**config.mk**
```make
export PLATFORM = sky130hd
export DESIGN_NAME = sync_event_counter_flat
export DESIGN_NICKNAME = d
export VERILOG_FILES = /design/src/rtl/sync_event_counter_if.sv /design/src/rtl/sync_event_counter.sv /design/src/flat_wrapper.sv
export SDC_FILE = /design/constraint.sdc
export NUM_CORES = 1
export LEC_CHECK = 0
export CAP_MARGIN = 25
export CORE_ASPECT_RATIO = 0.8
export CORE_UTILIZATION = 52
export CTS_CLUSTER_DIAMETER = 120
export DETAILED_ROUTE_END_ITERATION = 6
export GPL_ROUTABILITY_DRIVEN = 1
export PLACE_DENSITY = 0.88
export SLEW_MARGIN = 5
export SYNTH_ARGS = -nofsm -noshare
export SYNTH_HDL_FRONTEND = slang
export SYNTH_SLANG_ARGS = --single-unit
export TNS_END_PERCENT = 20
```
**constraint.sdc**
```tcl
create_clock -name clkAB -period 3.3 [get_ports clkAB]
set_input_delay 0.99 -clock clkAB [delete_from_list [all_inputs] [get_ports clkAB]]
set_output_delay 0.99 -clock clkAB [all_outputs]
set_load 0.02 [all_outputs]
```
**src/rtl/sync_event_counter_if.sv**
```systemverilog
`default_nettype none
// ============================================================================
// Module      : sync_event_counter_if
// Description : Bundles the control, event and status signals of
//               sync_event_counter into one interface. The clock (clkAB)
//               and reset (rst) are not part of it; they stay plain ports.
//   master : drives en/di/dir/load/load_val/clr_flags/thresh and
//            observes count/tc/thr_hit/ovf/sticky
//   slave  : the counter side (the reverse directions)
// Revision    : 1.0 - initial release
// ============================================================================
interface sync_event_counter_if #(
  parameter int WIDTH = 8
);
  logic             en;
  logic             di;
  logic             dir;
  logic             load;
  logic [WIDTH-1:0] load_val;
  logic             clr_flags;
  logic [WIDTH-1:0] thresh;
  logic [WIDTH-1:0] count;
  logic             tc;
  logic             thr_hit;
  logic             ovf;
  logic             sticky;

  modport master (
    output en, di, dir, load, load_val, clr_flags, thresh,
    input  count, tc, thr_hit, ovf, sticky
  );

  modport slave (
    input  en, di, dir, load, load_val, clr_flags, thresh,
    output count, tc, thr_hit, ovf, sticky
  );
endinterface
`default_nettype wire

```
**src/rtl/sync_event_counter.sv**
```systemverilog
`default_nettype none
// ============================================================================
// Module      : sync_event_counter
// Description : Up/down event counter on the muxed clock clkAB. Counts
//               qualified pulses on di, with synchronous load, wrap or
//               saturate at the range bounds, threshold compare, a one-cycle
//               terminal-count pulse and sticky ovf/sticky status flags.
// Ports       : clkAB - counter clock, all flops on posedge
//               rst   - synchronous active-high reset
//               bus   - sync_event_counter_if.slave (controls in, status out)
// Parameters  : WIDTH (>=2), MAXVAL (<= 2**WIDTH-1), MODE (0 wrap,
//               1 saturate), RST_VAL (<= MAXVAL)
// Config      : SYNC_EVENT_CNT_DI_SYNC_EN - when defined, di passes through
//               a 2-flop synchroniser before the step/sticky logic
//               (two extra cycles of di-to-count latency).
// Revision    : 1.0 - initial release
// ============================================================================
module sync_event_counter #(
  parameter int          WIDTH   = 8,
  parameter int unsigned MAXVAL  = (2 ** WIDTH) - 1,
  parameter int          MODE    = 0,
  parameter int unsigned RST_VAL = 0
) (
  input  wire logic          clkAB,
  input  wire logic          rst,
  sync_event_counter_if.slave bus
);

  localparam logic [WIDTH-1:0] c_MAXVAL  = WIDTH'(MAXVAL);
  localparam logic [WIDTH-1:0] c_RST_VAL = WIDTH'(RST_VAL);
  localparam logic [WIDTH-1:0] c_ZERO    = '0;
  localparam logic [WIDTH-1:0] c_ONE     = WIDTH'(1);
  localparam bit               c_SAT     = (MODE != 0);

  logic [WIDTH-1:0] r_count;
  logic             r_tc;
  logic             r_thr_hit;
  logic             r_ovf;
  logic             r_sticky;

  logic             w_di;
  logic             w_step;
  logic             w_bnd;
  logic [WIDTH-1:0] w_load_clamped;
  logic [WIDTH-1:0] w_count_nxt;

`ifdef SYNC_EVENT_CNT_DI_SYNC_EN
  logic r_di_meta;
  logic r_di_sync;

  always_ff @(posedge clkAB) begin
    if (rst) begin
      r_di_meta <= 1'b0;
      r_di_sync <= 1'b0;
    end else begin
      r_di_meta <= bus.di;
      r_di_sync <= r_di_meta;
    end
  end

  assign w_di = r_di_sync;
`else
  assign w_di = bus.di;
`endif

  // load takes precedence over a step on the same edge
  assign w_step         = bus.en & w_di & ~bus.load;
  assign w_load_clamped = (bus.load_val > c_MAXVAL) ? c_MAXVAL : bus.load_val;

  // Next count and boundary detection. Decrement/increment only happen away
  // from the bounds, so the WIDTH-bit arithmetic can never carry or borrow.
  always_comb begin
    w_count_nxt = r_count;
    w_bnd       = 1'b0;
    if (bus.load) begin
      w_count_nxt = w_load_clamped;
    end else if (w_step) begin
      if (bus.dir) begin
        if (r_count == c_ZERO) begin
          w_bnd       = 1'b1;
          w_count_nxt = c_SAT ? r_count : c_MAXVAL;
        end else begin
          w_count_nxt = r_count - c_ONE;
        end
      end else begin
        if (r_count >= c_MAXVAL) begin
          w_bnd       = 1'b1;
          w_count_nxt = c_SAT ? r_count : c_ZERO;
        end else begin
          w_count_nxt = r_count + c_ONE;
        end
      end
    end
  end

  // thr_hit compares the next count so it lines up with the registered
  // count; since count never exceeds MAXVAL a larger thresh cannot match.
  always_ff @(posedge clkAB) begin
    if (rst) begin
      r_count   <= c_RST_VAL;
      r_tc      <= 1'b0;
      r_ovf     <= 1'b0;
      r_sticky  <= 1'b0;
      r_thr_hit <= (c_RST_VAL == bus.thresh);
    end else begin
      r_count   <= w_count_nxt;
      r_tc      <= w_bnd;
      // a set condition beats clr_flags on the same edge
      r_ovf     <= w_bnd | (r_ovf & ~bus.clr_flags);
      r_sticky  <= w_di  | (r_sticky & ~bus.clr_flags);
      r_thr_hit <= (w_count_nxt == bus.thresh);
    end
  end

  assign bus.count   = r_count;
  assign bus.tc      = r_tc;
  assign bus.thr_hit = r_thr_hit;
  assign bus.ovf     = r_ovf;
  assign bus.sticky  = r_sticky;

endmodule
`default_nettype wire

```
**src/flat_wrapper.sv**
```systemverilog
// flat-port wrapper written by rule: the top's interface ports become plain ports
module sync_event_counter_flat 
#(
  parameter int          WIDTH   = 8,
  parameter int unsigned MAXVAL  = (2 ** WIDTH) - 1,
  parameter int          MODE    = 0,
  parameter int unsigned RST_VAL = 0
)
  (clkAB, rst, bus_en, bus_di, bus_dir, bus_load, bus_load_val, bus_clr_flags, bus_thresh, bus_count, bus_tc, bus_thr_hit, bus_ovf, bus_sticky);
  sync_event_counter_if #(.WIDTH(WIDTH)) bus_i ();
  input  wire logic clkAB;
  input  wire logic rst;
  input wire logic [$bits(bus_i.en)-1:0] bus_en;
  input wire logic [$bits(bus_i.di)-1:0] bus_di;
  input wire logic [$bits(bus_i.dir)-1:0] bus_dir;
  input wire logic [$bits(bus_i.load)-1:0] bus_load;
  input wire logic [$bits(bus_i.load_val)-1:0] bus_load_val;
  input wire logic [$bits(bus_i.clr_flags)-1:0] bus_clr_flags;
  input wire logic [$bits(bus_i.thresh)-1:0] bus_thresh;
  output wire logic [$bits(bus_i.count)-1:0] bus_count;
  output wire logic [$bits(bus_i.tc)-1:0] bus_tc;
  output wire logic [$bits(bus_i.thr_hit)-1:0] bus_thr_hit;
  output wire logic [$bits(bus_i.ovf)-1:0] bus_ovf;
  output wire logic [$bits(bus_i.sticky)-1:0] bus_sticky;
  assign bus_i.en = bus_en;
  assign bus_i.di = bus_di;
  assign bus_i.dir = bus_dir;
  assign bus_i.load = bus_load;
  assign bus_i.load_val = bus_load_val;
  assign bus_i.clr_flags = bus_clr_flags;
  assign bus_i.thresh = bus_thresh;
  assign bus_count = bus_i.count;
  assign bus_tc = bus_i.tc;
  assign bus_thr_hit = bus_i.thr_hit;
  assign bus_ovf = bus_i.ovf;
  assign bus_sticky = bus_i.sticky;
  sync_event_counter #(.WIDTH(WIDTH), .MAXVAL(MAXVAL), .MODE(MODE), .RST_VAL(RST_VAL)) u_core (.clkAB(clkAB), .rst(rst), .bus(bus_i));
endmodule
```
* Yosys cells after proc, flatten, opt, wreduce, memory -nomap -nowiden *
Cells that the tools add are included.

word-level totals
  input bits = 23
  memory bits (read-only) = 0
  word-level logic and storage cells = 32
  output and inout port bits = 12
  register bits after elaboration = 12
  latch bits = 0
  RAM bits = 0
  memories = 0

cells by class
  bitwise logic cells = 8
  $lt $le $gt $ge = 2
  $add $sub $neg = 2
  div/mod/pow operators = 0
  multiplexer cells = 12
  shifts and indexed selects = 0
  equal/unequal tests = 1
  reduce and logical (&&, ||, !) cells = 2
  $mul = 0

operators with widths
  operator               count
  $mux W8                6
  $logic_not A8 Y1       2
  $add A8 B1 Y8 const B  1
  $eq A8 B8 Y1           1
  $ge A8 B8 Y1 const B   1
  $gt A8 B8 Y1 const B   1
  $sub A8 B1 Y8 const B  1
  $mux W1                6
  $and A1 B1 Y1          4
  $not A1 Y1             2
  $or A1 B1 Y1           2

* Longest topological paths before layout *
  word-level depth = 7
  mapped depth = 10
  depth with buffers taken out = 9

* Worst setup path after synthesis *
OpenSTA, ideal clock, no wires.

  path kind = input to register
  start point = input bus_dir
  end point = register u_core.r_thr_hit (netlist: u_core.bus.thr_hit)
  setup time = 0.119 ns
  slack = 0.817 ns
  path buffers = 1
  data required time = 3.181 ns
  stages on the path = 7
  data arrival time = 2.364 ns
  cell sequence = buf_2 nand2b_1 o31ai_2 a21oi_2 mux2_1 a31oi_1 o21ai_1

between the ends
  cells in the longest elaborated chain, start to end = 5

RTL lines
  element               line                       RTL
  start, declared       flat_wrapper.sv:15         input wire logic [$bits(bus_i.dir)-1:0] bus_dir;
  $mux W8               sync_event_counter.sv:78   if (bus.dir) begin
  $mux W8               sync_event_counter.sv:77   end else if (w_step) begin
  $mux W8               sync_event_counter.sv:75   if (bus.load) begin
  $eq A8 B8 Y1          sync_event_counter.sv:111  r_thr_hit <= (w_count_nxt == bus.thresh);
  $mux W1               sync_event_counter.sv:99   if (rst) begin
  end signal, assigned  sync_event_counter.sv:104  r_thr_hit <= (c_RST_VAL == bus.thresh);
  end signal, assigned  sync_event_counter.sv:111
  end, declared         sync_event_counter.sv:37   logic r_thr_hit;

No other way between the ends.
A chain may end at the register's enable or synchronous reset.

* Worst setup path after layout *
Ends and elaborated chain as after synthesis.

==> summary.log <==
qor: floorplanning.core_area 2230 µm²
qor: sta.hold_viol_final 0
qor: placed_design.dpl_cell_area 1610 µm²
qor: sta.hold_slack 0.470 ns
qor: sta.final_critical_delay_including_setup_and_external_delays 2.90 ns
qor: global_route.globalRouteTotalUtil 31.4%
qor: sta.timing_worst_slew_pin_value 0.547 ns
qor: logic_synthesis.area_leader_netlist sky130_fd_sc_hd__dfxtp_1
qor: floorplanning.initial_core_utilization 57.3%
qor: clock_tree.cts.hold.buffers_added 0
qor: worst_hold_path.hold_path_depth 1
qor: detailed_routing.route.detailed.drc 3
qor: detailed_routing.post_dr_vias_cell 6.68
qor: placed_design.place_inst 226
qor: final_layout.finish.utilization 73.7%
qor: logic_synthesis.yosys-top-cells-area sky130_fd_sc_hd__dfxtp_1 19%, sky130_fd_sc_hd__xnor2_1 6.8%, sky130_fd_sc_hd__a21oi_1 4.7%, sky130_fd_sc_hd__nor3_1 4.3%, sky130_fd_sc_hd__nor2_1 3.8%
qor: power_and_ir_drop.power_per_cell_area 303 nW/µm²
qor: detailed_routing.via_count 1537
qor: logic_synthesis.synthArstFlopShare 0%
qor: detailed_routing.route.final.wire_length 3970 µm
qor: clock_tree.clock_tree_from_tritoncts built
qor: logic_synthesis.most_numerous_cell_types_in_the_synthesized_netlist 13 x sky130_fd_sc_hd__nor2_1, 12 x sky130_fd_sc_hd__a21oi_1, 12 x sky130_fd_sc_hd__dfxtp_1
qor: detailed_routing.avgRoutedWirePerCell 17.3 µm
qor: logic_synthesis.post_synth_xor_area_fraction 8.22%
qor: final_layout.antenna_cells 0
qor: clock_tree.cts_buffers 3
qor: worst_setup_path.timing.setup.critical_path_class input port to flop
qor: final_layout.final_net_count 232
qor: flow_run.max_cap_viol_count 0
qor: sta.finalSetupViolCount 0
qor: sta.finalSetupTns 0 ns
qor: global_route.grt_first_pass_wirelength 6400 µm
qor: logic_synthesis.synth_cell_types 52
qor: worst_setup_path.max_stage_delay 0.54 ns
qor: clock_tree.cts_num_sinks 12
qor: logic_synthesis.largest_family_of_logic_cells_by_synthesized_area simple AND/OR/NAND/NOR gates
qor: clock_tree.post_cts_setup_buffer_count 0
qor: final_layout.layout_stage_area_growth_over_the_synthesis_result 28.7%
qor: placed_design.placement.io_buffers 34
qor: worst_setup_path.crit_required 3.48 ns
qor: placed_design.dpl_ws 0.144 ns
qor: status.status complete, but fails checks
qor: global_route.grt_antenna_before_repair 0
qor: worst_setup_path.r2r_end u_core.bus.thr_hit
qor: placed_design.dp_hpwl 2890 µm
qor: worst_setup_path.r2r_start u_core.bus.count[2]
qor: final_layout.nFillCells 169
qor: logic_synthesis.synth-adder-area-share 2.94%
qor: placed_design.gpl.final_weighted_congestion 0.934
qor: sta.timing.fmax 0.345 GHz
qor: sta.maxSlewHeadroom 63.4%
qor: logic_synthesis.synthMuxAreaShare 2.54%
qor: logic_synthesis.synthesis.instances 177
qor: logic_synthesis.syn-num-nets 203
qor: logic_synthesis.synth_sequential_area_ratio 18.8%
qor: detailed_routing.antenna_violating_nets_post_route 0
qor: global_route.grt_max_degree 24
qor: sta.timing_max_transition_violations_final 0
qor: sta.worst_clock_skew 0.00349 ns
qor: clock_tree.cts_max_path_buffers 2
qor: clock_tree.cts_root_buffer sky130_fd_sc_hd__clkbuf_4
qor: sta.rsz0062_at_grt false
qor: final_layout.multiInputGateArea 952 µm²
qor: status.failing_checks design-rule violations
qor: power_and_ir_drop.total_leakage_power 0.571 nW
qor: worst_setup_path.critical-path-slowest-cell sky130_fd_sc_hd__clkdlybuf4s50_1
qor: worst_setup_path.reg2reg_depth 6
qor: worst_setup_path.cp_max_fo 9
qor: worst_hold_path.worstHoldStart u_core.bus.ovf
qor: final_layout.layoutNonFillerInstCount 230
qor: logic_synthesis.synthFlopType sky130_fd_sc_hd__dfxtp_1
qor: logic_synthesis.synthesis.area 1280 µm²
qor: detailed_routing.dr.first_iter.drc_count 156
qor: worst_hold_path.kind_of_path_behind_the_tightest_hold_check flop to flop
qor: global_route.first_global_vias 1380
qor: logic_synthesis.synth_seq_cells 12
qor: logic_synthesis.synth_compound_gate_area_share 28.1%
qor: final_layout.seqCellArea 240 µm²
qor: logic_synthesis.number_of_synthesized_flops_with_an_enable_pin 0
qor: logic_synthesis.yosys.area_share.simple 32.7%
qor: final_layout.finish.instance_area 1650 µm²
qor: clock_tree.worstSkewPairLatency 0.28 ns
qor: worst_setup_path.reg2reg_setup_slack 0.73 ns
qor: sta.final_min_period_over_clock_period 87.9%
qor: clock_tree.clkTransAtPathRegs 0.09 ns
qor: logic_synthesis.synth_top_area_share 18.8%
qor: logic_synthesis.most_frequently_used_cell_type_in_the_post_synthesis_netlist sky130_fd_sc_hd__nor2_1
qor: floorplanning.floorplan.rows 15
qor: floorplanning.die_area 2660 µm²
qor: logic_synthesis.postSynthAreaPerCell 7.22 µm²
qor: worst_setup_path.critPathArrivalTime 3.08 ns
qor: logic_synthesis.ys_warn_count 0
qor: final_layout.fraction_of_final_layout_cells_sized_beyond_drive_strength_1 7.32%
qor: sta.post-route-worst-setup-slack 0.398 ns
qor: worst_hold_path.timing.hold.worst_endpoint u_core.bus.ovf
qor: global_route.overflow 0
qor: power_and_ir_drop.total_power 0.498 mW
qor: worst_setup_path.timing.critical_path.to_type flop
qor: worst_setup_path.path_cells clkdlybuf4s50_1 -> nand2b_1 -> o31ai_2 -> a21oi_2 -> mux2_1 -> a31oi_1 -> o21ai_1
qor: power_and_ir_drop.vdd_drop_max 0.234 mV
qor: worst_setup_path.startpoint_type input port
qor: clock_tree.cts_resized 0
qor: floorplanning.ioPinCount 35
qor: floorplanning.die-width 57.4 µm
qor: floorplanning.chipHeight 46.4 µm
qor: detailed_routing.first_pass_iters 7
qor: clock_tree.htree_num_levels 1
layout by cell type (no fill, tap or decap), types with 5 or more instances in the layout:
master | netlist | final
sky130_fd_sc_hd__o21ai_1 | 5 | 5
sky130_fd_sc_hd__nor2b_1 | 5 | 5
sky130_fd_sc_hd__a31oi_1 | 5 | 5
sky130_fd_sc_hd__nand2_1 | 11 | 11
sky130_fd_sc_hd__xnor2_1 | 10 | 10
sky130_fd_sc_hd__nor2_1 | 13 | 13
sky130_fd_sc_hd__nand3_1 | 6 | 6
sky130_fd_sc_hd__dfxtp_1 | 12 | 12
sky130_fd_sc_hd__o21ai_0 | 8 | 8
sky130_fd_sc_hd__nor3_1 | 11 | 11
sky130_fd_sc_hd__inv_1 | 8 | 8
sky130_fd_sc_hd__a21oi_1 | 12 | 12
sky130_fd_sc_hd__clkdlybuf4s50_1 | 0 | 34
cell type report:
| cell class | count | share of cell area [%] |
|---|---|---|
| inverters | 8 | 1.83 |
| repair buffers | 36 | 21.6 |
| clock buffers | 4 | 2.21 |
| well taps | 25 | 1.90 |
| flip-flops and latches | 12 | 14.6 |
| multi-input cells | 145 | 57.9 |
registers in the layout (all words and copies together), names as in the netlist:
register            count
u_core.bus.sticky       1
u_core.bus.count        8
u_core.bus.tc           1
u_core.bus.ovf          1
u_core.bus.thr_hit      1
worst max path at each step:
stage / startpoint / endpoint / slack [ns] / depth (start not counted)
floorplan: bus_dir / u_core.bus.thr_hit / 0.82 / 7
global placement: bus_dir / u_core.bus.thr_hit / 0.31 / 7
detailed placement: bus_dir / u_core.bus.thr_hit / 0.14 / 7
CTS: bus_dir / u_core.bus.thr_hit / 0.44 / 7
global route: bus_dir / u_core.bus.thr_hit / 0.25 / 8
finish: bus_dir / u_core.bus.thr_hit / 0.40 / 7
report_power, final:
part / internal (mW) / switching (mW) / leakage, nW
combinational: 0.0968 / 0.0999 / 0.451
clock: 0.0672 / 0.0588 / 0.0210
sequential: 0.153 / 0.0230 / 0.0988
critical path, delay by kind of cell:
family	cells	cell delay, ns
and+or+nand+nor	1	0.27
muxes	1	0.35
AOI/OAI and AO/OA	4	0.93
buffers and inverters	1	0.54
cells by family (layout without fill, tap and decap cells):
group / count (synthesis) / in the layout
AO/OA/AOI/OAI: 53 / 53
XOR/XNOR: 12 / 12
adder cells (fa/ha/maj): 3 / 3
buffers and inverters: 20 / 48
flip-flops: 12 / 12
multiplexers: 3 / 3
AND/OR/NAND/NOR: 74 / 74
metal layers:
metal  vias to the layer above  GRT usage [%]  routed length [µm]
met5                         -              0                   0
met3                        12           6.18                 464
met2                       115           53.3                1770
li1                        707              -                   -
met1                       703           41.7                1660
met4                         0           6.83                  71
Power figures use the tool's default switching activity.
